<file path="src/rtl/hololink_init_seq.sv">
// hololink_init_seq: post-reset APB write sequencer that walks an {addr,data} table once per run.
module hololink_init_seq #(
  parameter int N_INIT_REG  = 20,
  parameter int START_DELAY = 16,
  parameter int TIMEOUT     = 255
) (
  input  logic                                            i_apb_clk,
  input  logic                                            i_apb_rst,
  input  logic [64*(N_INIT_REG > 0 ? N_INIT_REG : 1)-1:0] i_init_table,
  input  logic                                            i_restart,
  output logic                                            o_psel,
  output logic                                            o_penable,
  output logic                                            o_pwrite,
  output logic [31:0]                                     o_paddr,
  output logic [31:0]                                     o_pwdata,
  output logic [3:0]                                      o_pstrb,
  input  logic                                            i_pready,
  input  logic                                            i_pslverr,
  output logic                                            o_busy,
  output logic                                            o_init_done,
  output logic                                            o_init_err,
  output logic [7:0]                                      o_err_cnt
);
  typedef enum logic [1:0] {WAIT, SETUP, ACCESS, DONE} state_t;
  state_t state;
  logic [31:0] dcnt, idx, nxt;
  logic [7:0] tcnt;
  logic [63:0] entry;
  logic last, exit_acc, fail;
  // The entry for the next SETUP is captured on the edge that enters it, so the
  // table may change freely while a write is in flight.
  always_comb begin
    last = idx == 32'(N_INIT_REG - 1);
    nxt = (state == ACCESS && !last) ? idx + 32'd1 : '0;
    entry = i_init_table[64*nxt +: 64];
    exit_acc = i_pready || tcnt == 8'(TIMEOUT - 1);
    fail = !i_pready || i_pslverr;
  end
  assign o_pwrite = o_psel;
  assign o_pstrb = {4{o_psel}};
  always_ff @(posedge i_apb_clk) begin
    if (i_apb_rst) begin
      state <= WAIT;
      dcnt <= '0;
      tcnt <= '0;
      idx <= '0;
      o_psel <= 1'b0;
      o_penable <= 1'b0;
      o_paddr <= '0;
      o_pwdata <= '0;
      o_busy <= 1'b1;
      o_init_done <= 1'b0;
      o_init_err <= 1'b0;
      o_err_cnt <= '0;
    end else begin
      case (state)
        WAIT: begin
          if (dcnt == 32'(START_DELAY)) begin
            if (N_INIT_REG == 0) begin
              state <= DONE;
              o_busy <= 1'b0;
              o_init_done <= 1'b1;
            end else begin
              state <= SETUP;
              o_psel <= 1'b1;
              tcnt <= '0;
              o_paddr <= entry[63:32];
              o_pwdata <= entry[31:0];
            end
          end else dcnt <= dcnt + 32'd1;
        end
        SETUP: begin
          state <= ACCESS;
          o_penable <= 1'b1;
        end
        ACCESS: begin
          if (exit_acc) begin
            if (fail) begin
              o_init_err <= 1'b1;
              o_err_cnt <= (o_err_cnt == 8'hFF) ? o_err_cnt : o_err_cnt + 8'd1;
            end
            o_penable <= 1'b0;
            if (last) begin
              state <= DONE;
              o_psel <= 1'b0;
              o_busy <= 1'b0;
              o_init_done <= 1'b1;
            end else begin
              state <= SETUP;
              idx <= nxt;
              tcnt <= '0;
              o_paddr <= entry[63:32];
              o_pwdata <= entry[31:0];
            end
          end else tcnt <= tcnt + 8'd1;
        end
        DONE: begin
          if (i_restart) begin
            state <= WAIT;
            dcnt <= '0;
            idx <= '0;
            o_busy <= 1'b1;
            o_init_done <= 1'b0;
            o_init_err <= 1'b0;
            o_err_cnt <= '0;
          end
        end
        default: state <= WAIT;
      endcase
    end
  end
endmodule

</file>
<file path="config.mk">
export PLATFORM = sky130hd
export DESIGN_NAME = hololink_init_seq
export DESIGN_NICKNAME = d
export VERILOG_FILES = /design/src/rtl/hololink_init_seq.sv
export SDC_FILE = /design/constraint.sdc
export NUM_CORES = 1
export LEC_CHECK = 0
export ABC_CLOCK_PERIOD_IN_PS = 6150
export CORE_AREA = 3 3 527 529
export DETAILED_ROUTE_END_ITERATION = 10
export DIE_AREA = 0 0 530 532
export DONT_BUFFER_PORTS = 1
export GPL_TIMING_DRIVEN = 1
export HOLD_SLACK_MARGIN = 0.06
export PLACE_DENSITY_LB_ADDON = 0.1
export SLEW_MARGIN = 10
export SYNTH_ARGS = -nofsm -noshare
export SYNTH_HDL_FRONTEND = slang
export SYNTH_SLANG_ARGS = --single-unit
export TNS_END_PERCENT = 1
</file>
<file path="constraint.sdc">
create_clock -name i_apb_clk -period 6.15 [get_ports i_apb_clk]
set_clock_uncertainty 0.15 [all_clocks]
set_input_delay 0.9225 -clock i_apb_clk [delete_from_list [all_inputs] [get_ports i_apb_clk]]
set_output_delay 0.9225 -clock i_apb_clk [all_outputs]
set_load 0.1 [all_outputs]
</file>
# Word-level counts from Yosys, hierarchy flattened
# Index checks and enable logic that the tools add are counted.
[op_classes] shifts=1 n_eq_ne=16 addsub=4 reduce_logical=20 muxes=44
[op_table] operator="$shiftx A1280 B33 Y64" n=1
[op_table] operator="$mux W32" n=11
[op_table] operator="$pmux W32 S2" n=4
[op_table] operator="$add A32 B1 Y32 const B" n=2
[op_table] operator="$eq A32 B5 Y1 const B" n=2
[op_table] operator="$mux W8" n=7
[op_table] operator="$pmux W8 S2" n=2
[op_table] operator="$reduce_and A4 Y1" n=5
[op_table] operator="$add A8 B1 Y8 const B" n=2
[op_table] operator="$eq A8 B8 Y1 const B" n=2
[op_table] operator="$ne A2 B2 Y1 const B" n=8
[op_table] operator="$mux W1" n=10
[op_table] operator="$pmux W1 S2" n=5
[op_table] operator="$reduce_and A3 Y1" n=3
[op_table] operator="$mux W2" n=4
[op_table] operator="$pmux W2 S4" n=1
[op_table] operator="$reduce_bool A2 Y1" n=4
[op_table] operator="$reduce_and A5 Y1" n=1
[op_table] operator="$eq A2 B2 Y1 const B" n=2
[op_table] operator="$ne A3 B3 Y1 const B" n=1
[op_table] operator="$eq A2 B1 Y1 const B" n=1
[op_table] operator="$logic_not A1 Y1" n=2
[op_table] operator="$logic_not A2 Y1" n=1
[op_table] operator="$logic_or A1 B1 Y1" n=2
[op_table] operator="other kinds (2)" n=2
[totals] out_inout_bits=82 ff_bits=151 elab_cells=97 in_bits=1285

# Longest topological paths before layout
# Gate-level depths: netlist (run 1).
[logic_depth] ltp_word=8 mapped_depth=11 ltp_nobuf=9

# Least setup slack after synthesis (run 1)
# Ideal clock, no wire load.
[synth_path] path_kind="register to register" from="register idx[1]" to="register o_pwdata[0]" slack_ns=3.598 stages_incl_launch_ff=12 synth_period_minus_slack_ns=2.552 n_path_buf=3 arrival_ns=2.282 required_ns=5.880 setup_time_ns=0.120 path_cell_list="dfxtp_1 -> ha_1 -> nor4b_4 -> and4_1 -> buf_4 -> a21oi_2 -> and2_4 -> buf_6 -> buf_6 -> a221oi_2 -> a22oi_1 -> a211o_1"
[synth_between] elab_chain_cells=8 word_cells_on_any_way=12 cone_classes="add/sub (1); eq/ne (2); shift (1); mux (5); reduce/logical (3)"
[synth_lines] item="start, declared" line_no="26" rtl="logic [31:0] dcnt, idx, nxt;"
[synth_lines] item="start signal, assigned" line_no="90" rtl="idx <= nxt;"
[synth_lines] item="parallel branches: the longest is 8 deep, another holds $add A32 B1 Y32"
[synth_lines] item="end signal, assigned" line_no="68" rtl="o_pwdata <= entry[31:0];"
[synth_lines] item="end signal, assigned" line_no="93" rtl="o_pwdata <= entry[31:0];"
[synth_lines] item="end, declared" line_no="15" rtl="output logic [31:0] o_pwdata,"
# Parallel ways; which one is timed is not known. The select of a mux whose other input is x is not followed.
# A chain may end at the register's enable or synchronous reset.

# Final worst setup path (run 1)
[layout_path] from="register idx[0]" to="register o_pwdata[14]"
# Same word-level chain as after synthesis.

==> flow_summary.json, run 1 <==
{
  "period_needed_ns": 4.926,
  "path_clk_slew_ns": 0.10,
  "grt_max_degree": 77,
  "clockRootBuffer": "clkbuf_16",
  "drtIter0Drc": 1814,
  "hold_ws_ns": 0.2896,
  "hpwl_mm": 195.9,
  "grtUsageMet1": 0.1947,
  "finalMaxSlewViolations": 0,
  "synth.top_cells.by_count": "359 x nand2_1, 199 x a21oi_1, 174 x o21ai_0",
  "route.detailed.wl_per_inst_um": 38.72,
  "cts-buffers-inserted": 17,
  "cts_setup_buffers": 0,
  "finalHoldViolations": 0,
  "cp.arrival_ns": 5.17,
  "area_delta_synth_final_pct": 31.80,
  "place.gp.congestion": 0.8326,
  "timing.final.crit_share": 0.8009,
  "drtAntennaViolNets": 0,
  "synth_most_common_cell": "nand2_1",
  "filler_cell_count": 32180,
  "ys_seq_elements": 151,
  "critical_path_class": "flop to flop",
  "busiest_layer": "met2",
  "drcViolationCount": 0,
  "layout_setup_ws_ns": 1.224,
  "dieArea_mm2": 0.2820,
  "synth_area_mm2": 0.01744,
  "powerDensity_mw_per_mm2": 110.6,
  "syn_avg_cell_area_um2": 7.125,
  "cp_slowest_stage_delay_ns": 1.00,
  "vdd_drop_max_mv": 0.2417,
  "syn_nets": 3738,
  "viasPerCell": 3.653,
  "cpMaxStageDelayCell": "o21ai_0",
  "start_kind": "flop",
  "finalNetCount": 3627,
  "post-place-ws_ns": 1.162,
  "clock-sinks": 151,
  "h-tree-depth": 4,
  "yosysTopAreaCellShare": 0.1734,
  "tns_ns": 0,
  "crit_top_cell": "buf_4",
  "finish.instance_area_mm2": 0.02298,
  "cts_tree": "done",
  "crit_chain": "ha_1, nand3b_1, a21oi_4, or3_1, buf_4, a211oi_1, o21ai_0, buf_4, o311ai_1",
  "die_height_um": 532,
  "synthArstFlopShare": 0,
  "cap_violations": 0,
  "core_area_mm2": 0.2734,
  "grt_pass1_wl_mm": 282.0,
  "syn_inst": 2447,
  "met2_usage": 0.2638,
  "clockBufferDepth": 2,
  "hp-class": "primary input to flop",
  "clock_latency_ns": 0.55,
  "yosysTopAreaCell": "dfxtp_1",
  "dr.pass1.iters": 8,
  "grt_pass1_vias": 22190,
  "seq_area_mm2": 0.003035,
  "outcome": "finished clean",
  "relSlewSlack": 0.1339,
  "crit_path_max_fanout": 15,
  "grt_antenna_before_repair": 142,
  "post_dp_cell_area_mm2": 0.02224,
  "end_kind": "flop",
  "synth.distinct_cells": 87,
  "io_buffers": 0,
  "rsz0062_at_grt": "no",
  "die_w_um": 530,
  "fin_cells": 5980,
  "synth.area.top_cells": "dfxtp_1 17%, mux2i_1 8.2%, nand2_1 7.7%",
  "dp_cells": 5906,
  "gr-usage-all-layers": 0.1564,
  "rows": 192,
  "max_freq_mhz": 203.0,
  "synth_flop_cell": "dfxtp_1",
  "initial_core_util": 0.06378,
  "hold_buffers": 0,
  "ios": 1367,
  "multiInputGateArea_mm2": 0.01343,
  "vias": 21850,
  "p_leak_nw": 6.236,
  "seq_area_frac_synth": 0.1734,
  "cts-resized-gates": 0,
  "yosysWarnings": 0,
  "synth_edf_count": 0,
  "ff2ff_setup_slack_ns": 1.22,
  "grt_overflow": 0,
  "met3_usage": 0.04257,
  "drive_above_1_share": 0.1162,
  "tightest_slew_ns": 1.286,
  "finalSetupViolCount": 0,
  "routed_wl_mm": 231.6,
  "worstPathRequired_ns": 6.40
}
[registers in the layout, summed over array words and instances (netlist names), 2 cells and up]
register   count
o_err_cnt      8
dcnt          32
o_pwdata      32
state          2
tcnt           8
idx           32
o_paddr       32
[final cells by class]
type | count | share of cell area
Antenna cell | 42 | 0.004573
Multi-Input combinational cell | 2015 | 0.5842
Tap cell | 3589 | 0.1954
Clock buffer | 17 | 0.01851
Clock inverter | 15 | 0.008875
Timing Repair Buffer | 141 | 0.05450
Sequential cell | 151 | 0.1321
Inverter | 10 | 0.001851
[report_power, final]
part | internal, mW | leakage [nW] | switching [mW]
logic | 0.0779 | 4.71 | 0.137
registers | 0.978 | 1.22 | 0.00205
clock network | 0.570 | 0.306 | 0.777
[critical path, delay by kind of cell (launching register included)]
kind,cells,cell delay [ns]
AOI/OAI and AO/OA,4,1.87
and+or+nand+nor,2,1.06
adders and majority gates,1,0.77
buffers and inverters,2,0.52
DFF,1,0.38
[per-layer routing]
metal / wire [um] / part of all wire / vias up
li1: - / - / 9282
met1: 98440 / 0.43 / 11000
met2: 109900 / 0.47 / 1227
met3: 16780 / 0.072 / 268
met4: 5980 / 0.026 / 68
met5: 475 / 0.0021 / -
[cell usage in the layout (no fill, tap or decap), types with 5 or more instances in the layout]
cell type  Yosys  routed
nor4_1        16      16
dfxtp_1      151     145
a211oi_1      47      36
o311ai_1      28      28
o211ai_1      99      99
nand3_1       71      69
mux2i_1      142     141
xor2_1        51      51
a31oi_1       12      12
and2_1        21      20
diode_2        0      42
a32oi_1        9       9
o22ai_1       29      29
and4_1        15      15
buf_4          9     125
buf_12         0      13
o221a_2       16      16
xnor2_1       14      14
o21ai_0      174     173
a211o_1       54      54
nand2_1      359     359
a211oi_2       1      10
and3_1        25      25
inv_1          9       9
a32o_1        18      18
a22oi_1       23      23
clkbuf_16      0      17
a221oi_2      15      15
or3_1         31      31
a221oi_1      74      74
o2bb2a_1      34      34
a21oi_1      199     197
o21ai_4        1       5
ha_1           6       6
nand4_1       25      25
inv_8          0       5
nor3_1        29      28
o221ai_1     103     103
nor2_1       156     152
a21o_1        35      35
[cells by family after synthesis]
kind of cell | Yosys count | share of synthesized area
flip-flops | 151 | 0.1734
buffers and inverters | 281 | 0.07140
adder cells (fa/ha/maj) | 6 | 0.004306
AO/OA/AOI/OAI | 1006 | 0.4187
AND/OR/NAND/NOR | 792 | 0.2152
XOR/XNOR | 66 | 0.03358
multiplexers | 145 | 0.08346
[metrics by stage]
step / utilization / power (mW)
floorplan: - / 1.124
global placement: 0.08119 / 1.226
detailed placement: 0.08136 / 1.224
CTS: 0.08366 / 2.703
global route: 0.08392 / 2.696
finish: 0.08406 / 2.542
[worst paths after layout]
| check | depth (start not counted) | end | from |
|---|---|---|---|
| worst max-delay path | 9 | o_pwdata[14] | idx[0] |
| worst min register to register | 2 | o_init_err | o_init_err |
| worst min-delay path | 1 | o_err_cnt[1] | i_apb_rst |
| worst max register to register | 9 | o_pwdata[14] | idx[0] |
No activity file was read; power rests on OpenSTA's default activity.
==> run 2, diff against run 1 <==
- ABC_CLOCK_PERIOD_IN_PS: 6150 -> 4600
- clock period: 6.15 -> 4.6 ns (I/O delays scaled with it)
==> run 2 against run 1 <==
  * Power grew 30%
  * Die area is the same
  * Hold slack lost 0.095 ns
  * Final cell count grew 0.59%
  * First-iteration DRC count grew 6.1%
  * Critical endpoint is now o_paddr[28]
  * Via count grew 2.0%
  * Combinational power grew 31%
  * Fmax grew 17%
  * Sequential power grew 34%
==> flow_summary.json, run 2 (same netlist as run 1, synthesis figures left out) <==
{
  "drcViolationCount": 0,
  "viasPerCell": 3.703,
  "routed_wl_mm": 229.8,
  "timing.final.crit_share": 0.9150,
  "rsz0062_at_grt": "no",
  "tightest_slew_ns": 1.295,
  "r2r-end": "o_paddr[28]",
  "p_leak_nw": 6.436,
  "critical_path_class": "flop to flop",
  "finish.instance_area_mm2": 0.02335,
  "post-place-ws_ns": 0.06713,
  "finalNetCount": 3653,
  "cap_violations": 0,
  "r2r_cells": 9,
  "cts-buffers-inserted": 17,
  "clockRootBuffer": "clkbuf_16",
  "die_w_um": 530,
  "route.detailed.wl_per_inst_um": 38.20,
  "clockBufferDepth": 2,
  "p_comb_frac": 0.085,
  "place.gp.congestion": 0.8290,
  "period_needed_ns": 4.209,
  "drtAntennaViolNets": 0,
  "grt_pass1_wl_mm": 280.1,
  "fin_util": 0.08540,
  "crit_chain": "buf_4, nor3b_2, o21ai_4, nor2_4, buf_12, buf_4, a221oi_2, a22oi_1, a211o_1",
  "dp_cells": 5931,
  "io_buffers": 0,
  "worstPathRequired_ns": 4.95,
  "start_kind": "flop",
  "finalHoldViolations": 0,
  "vias": 22280,
  "core_area_mm2": 0.2734,
  "area_delta_synth_final_pct": 33.90,
  "gr-usage-all-layers": 0.1547,
  "grt_pass1_vias": 22060,
  "critPathBufInv": 3,
  "path_clk_slew_ns": 0.10,
  "final_common_cell": "nand2_1",
  "clkPwrFrac": 0.517,
  "clock_latency_ns": 0.54,
  "p_seq_frac": 0.397,
  "finalSetupViolCount": 0,
  "post_dp_cell_area_mm2": 0.02260,
  "hpwl_mm": 195.8,
  "crit_end": "o_paddr[28]",
  "cp_num_cells": 9,
  "layout_setup_ws_ns": 0.3911,
  "switching_power_mw": 1.132,
  "final_cell_mix": "359 x nand2_1, 198 x a21oi_1, 172 x o21ai_0",
  "clock-sinks": 151,
  "filler_cell_count": 32080,
  "grt_overflow": 0,
  "crit_path_max_fanout": 35,
  "crit_family": "compound AO/OA/AOI/OAI gates",
  "cp.arrival_ns": 4.55,
  "crit_top_cell": "buf_4",
  "critPathLaunch": "state[1]",
  "dieArea_mm2": 0.2820,
  "hold_ws_ns": 0.1949,
  "grt_antenna_before_repair": 149,
  "ff2ff_setup_slack_ns": 0.39,
  "die_height_um": 532,
  "h-tree-depth": 4,
  "powerDensity_mw_per_mm2": 141.2,
  "fin_cells": 6015,
  "initial_core_util": 0.06378,
  "finalMaxSlewViolations": 0,
  "hp-class": "primary input to flop",
  "outcome": "finished clean",
  "dr.pass1.iters": 5,
  "cts_tree": "done",
  "cp_slowest_stage_delay_ns": 1.03,
  "tns_ns": 0,
  "ios": 1367,
  "vdd_drop_max_mv": 0.2631,
  "p_int_mw": 2.165,
  "relSlewSlack": 0.1357,
  "r2r-start": "state[1]",
  "power_switching_share": 0.3434,
  "cpMaxStageDelayCell": "a22oi_1",
  "rows": 192,
  "drtIter0Drc": 1924,
  "end_kind": "flop",
  "drive_above_1_share": 0.1234,
  "max_freq_mhz": 237.6,
  "grt_max_degree": 69,
  "finalPower_mw": 3.297
}
-- run 2: what timing repair did --
action,in CTS,in global routing
setup buffers,0,0
hold buffers,1,0
endpoints found under the setup margin,0,1
endpoints found under the hold margin,19,0
gates resized for setup,0,1
-- run 2: routing by layer --
metal / vias to the layer above / track usage / share of wire
met2: 1300 / 0.2628 / 0.48
met1: 11300 / 0.1925 / 0.42
met3: 248 / 0.04544 / 0.078
met5: - / 0 / 0.0019
met4: 62 / 0.03055 / 0.019
li1: 9366 / - / -
-- run 2: final cells by class --
type	instances	area, um^2	share of cell area
Tap cell	3589	4491	0.1923
Multi-Input combinational cell	2015	13410	0.5742
Timing Repair Buffer	167	1639	0.07021
Inverter	10	42.54	0.001822
Clock buffer	18	439.2	0.01881
Clock inverter	14	168.9	0.007235
Sequential cell	151	3033	0.1299
Antenna cell	51	127.6	0.005467
-- run 2: worst min-delay path by stage --
| stage | from | depth (start not counted) | slack, ns | to |
|---|---|---|---|---|
| finish | i_restart | 2 | 0.19 | state[0] |
| global placement | dcnt[1] | 2 | 0.35 | dcnt[1] |
| CTS | i_restart | 2 | 0.1 | state[0] |
| detailed placement | dcnt[1] | 2 | 0.34 | dcnt[1] |
| floorplan | tcnt[7] | 2 | 0.32 | tcnt[7] |
| global route | i_restart | 2 | 0.15 | state[0] |
-- run 2: power groups by stage --
| stage | combinational, mW | sequential (mW) | clock (mW) |
|---|---|---|---|
| finish | 0.281 | 1.31 | 1.71 |
| CTS | 0.292 | 1.31 | 1.88 |
| global placement | 0.288 | 1.34 | 0 |
| global route | 0.307 | 1.31 | 1.88 |
| detailed placement | 0.286 | 1.34 | 0 |
| floorplan | 0.162 | 1.34 | 0 |
-- run 2: worst register-to-register path, delay by kind of cell, from the launching register on --
family / cells / cell delay (ns)
AOI/OAI and AO/OA: 4 / 1.55
and+or+nand+nor: 2 / 1.21
buffers and inverters: 3 / 0.93
DFF: 1 / 0.34
==> run 3, diff against run 2 <==
--- a/config.mk
+++ b/config.mk
@@ -7,3 +7,3 @@
 export LEC_CHECK = 0
-export ABC_CLOCK_PERIOD_IN_PS = 4600
+export ABC_CLOCK_PERIOD_IN_PS = 4200
 export CORE_AREA = 3 3 527 529
==> constraint.sdc (replaced) <==
create_clock -name i_apb_clk -period 4.2 [get_ports i_apb_clk]
set_clock_uncertainty 0.15 [all_clocks]
set_input_delay 0.84 -clock i_apb_clk [delete_from_list [all_inputs] [get_ports i_apb_clk]]
set_output_delay 0.84 -clock i_apb_clk [all_outputs]
set_load 0.1 [all_outputs]
==> run 3 against run 2 <==
  * First-iteration DRC count fell by 6.1%
  * Sequential power increased by 9%
  * Highest routed layer unchanged
  * Clock-buffer cell count unchanged
==> flow_summary.json, run 3 (same netlist as run 1, synthesis figures left out) <==
{
  "drtAntennaViolNets": 0,
  "cts_setup_buffers": 0,
  "initial_core_util": 0.06378,
  "dieArea_mm2": 0.2820,
  "critPathLaunch": "idx[0]",
  "place.gp.congestion": 0.8362,
  "viasPerCell": 3.667,
  "grt_pass1_wl_mm": 277.6,
  "start_kind": "flop",
  "grt_antenna_before_repair": 144,
  "die_height_um": 532,
  "r2r_cells": 10,
  "crit_end": "o_paddr[24]",
  "hp-class": "primary input to flop",
  "cts_tree": "done",
  "grt_max_degree": 76,
  "vias": 22210,
  "finalHoldViolations": 0,
  "drcViolationCount": 0,
  "cts-buffers-inserted": 17,
  "tightest_slew_ns": 1.348,
  "hold_ws_ns": 0.1992,
  "grt_pass1_vias": 22540,
  "cpMaxStageDelayCell": "nor3_1",
  "outcome": "finished clean",
  "crit_family": "simple AND/OR/NAND/NOR gates",
  "layout_setup_ws_ns": 0.1338,
  "finalNetCount": 3683,
  "crit_chain": "ha_1, and3b_4, nor2_4, a21oi_4, buf_4, o22ai_1, nor3_1, o21ai_0, buf_4, o311ai_1",
  "crit_top_cell": "buf_4",
  "clockBufferDepth": 2,
  "post-place-ws_ns": -0.08447,
  "p_leak_nw": 6.604,
  "end_kind": "flop",
  "final_cell_mix": "359 x nand2_1, 198 x a21oi_1, 172 x o21ai_0",
  "r2r-start": "idx[0]",
  "powerDensity_mw_per_mm2": 157.2,
  "gr-usage-all-layers": 0.1528,
  "cp_slowest_stage_delay_ns": 0.70,
  "grt_overflow": 0,
  "path_clk_slew_ns": 0.09,
  "core_area_mm2": 0.2734,
  "finalMaxSlewViolations": 0,
  "filler_cell_count": 32170,
  "die_w_um": 530,
  "clock-sinks": 151,
  "area_delta_synth_final_pct": 35.93,
  "hold_buffers": 0,
  "dr.pass1.iters": 6,
  "rsz0062_at_grt": "no",
  "routed_wl_mm": 226.2,
  "critPathBufInv": 2,
  "critical_path_class": "flop to flop",
  "finalSetupViolCount": 0,
  "ios": 1367,
  "drtIter0Drc": 1807,
  "drive_above_1_share": 0.1339,
  "route.detailed.wl_per_inst_um": 37.35,
  "hpwl_mm": 191.6,
  "cp_num_cells": 10,
  "h-tree-depth": 4,
  "r2r-end": "o_paddr[24]",
  "final_common_cell": "nand2_1",
  "crit_path_max_fanout": 27,
  "cp.arrival_ns": 4.36,
  "cap_violations": 0,
  "worstPathRequired_ns": 4.49,
  "clock_latency_ns": 0.55,
  "period_needed_ns": 4.066,
  "ff2ff_setup_slack_ns": 0.13,
  "io_buffers": 0,
  "relSlewSlack": 0.09988,
  "vdd_drop_max_mv": 0.3029,
  "timing.final.crit_share": 0.9681,
  "rows": 192,
  "max_freq_mhz": 245.9,
  "clockRootBuffer": "clkbuf_16"
}
run 3: changes by cell type in the layout (fill, tap and decap cells not counted), sizes merged:
cell         previous run  this run
dlygate4sd3             1         0
buf                   166       197
inv                    18        17
diode                  51        62
bufinv                  0         2
clkinvlp                1         0
run 3: worst min path at each step:
stage	startpoint	endpoint	slack (ns)	cells after the start
after floorplan	tcnt[7]	tcnt[7]	0.32	2
after detailed placement	o_init_done	o_init_done	0.35	2
after global routing	i_apb_rst	o_init_done	0.13	1
after global placement	o_busy	o_busy	0.35	2
final	i_apb_rst	o_init_done	0.20	1
after CTS	i_apb_rst	o_init_done	0.12	1
run 3: cell type report:
class | count | area [um^2] | share of cell area
clock buffers | 18 | 429.2 | 0.01811
repair buffers | 197 | 1941 | 0.08188
multi-input cells | 2015 | 13410 | 0.5656
inverters | 10 | 42.54 | 0.001795
flip-flops and latches | 151 | 3032 | 0.1279
clock inverters | 14 | 205.2 | 0.008658
diodes | 62 | 155.1 | 0.006546
well taps | 3589 | 4491 | 0.1895
run 3: timing repair:
action	4_1_cts	5_1_grt
endpoints found under the setup margin	2	2
gates resized for setup	2	2
pin swaps	0	0
run 3: per-stage QoR:
step / setup TNS [ns] / instances / power [mW] / util / cell area, um^2
after global routing: 0 / 6027 / 3.937 / 0.08643 / 23630
after floorplan: 0 / 2447 / 1.646 / - / 17440
after CTS: 0 / 5994 / 3.927 / 0.08611 / 23540
final: 0 / 6056 / 3.725 / 0.08669 / 23700
after detailed placement: -0.1239 / 5962 / 1.782 / 0.08375 / 22900
after global placement: -0.5074 / 5961 / 1.785 / 0.08369 / 22880
run 3: report_power, final:
group          switching [mW]  internal, mW  leakage [nW]
clock network            1.07         0.920         0.308
logic                   0.189         0.116          5.08
registers             0.00312          1.43          1.22
total                    1.26          2.47          6.60
run 3: layer usage:
metal	share of wire	vias to the layer above	global-route usage	wire [um]
li1	-	9433	-	-
met1	0.43	11230	0.1935	97250
met2	0.47	1256	0.2523	105800
met3	0.076	233	0.04325	17230
met4	0.024	62	0.03980	5476
met5	0.0018	-	0	414
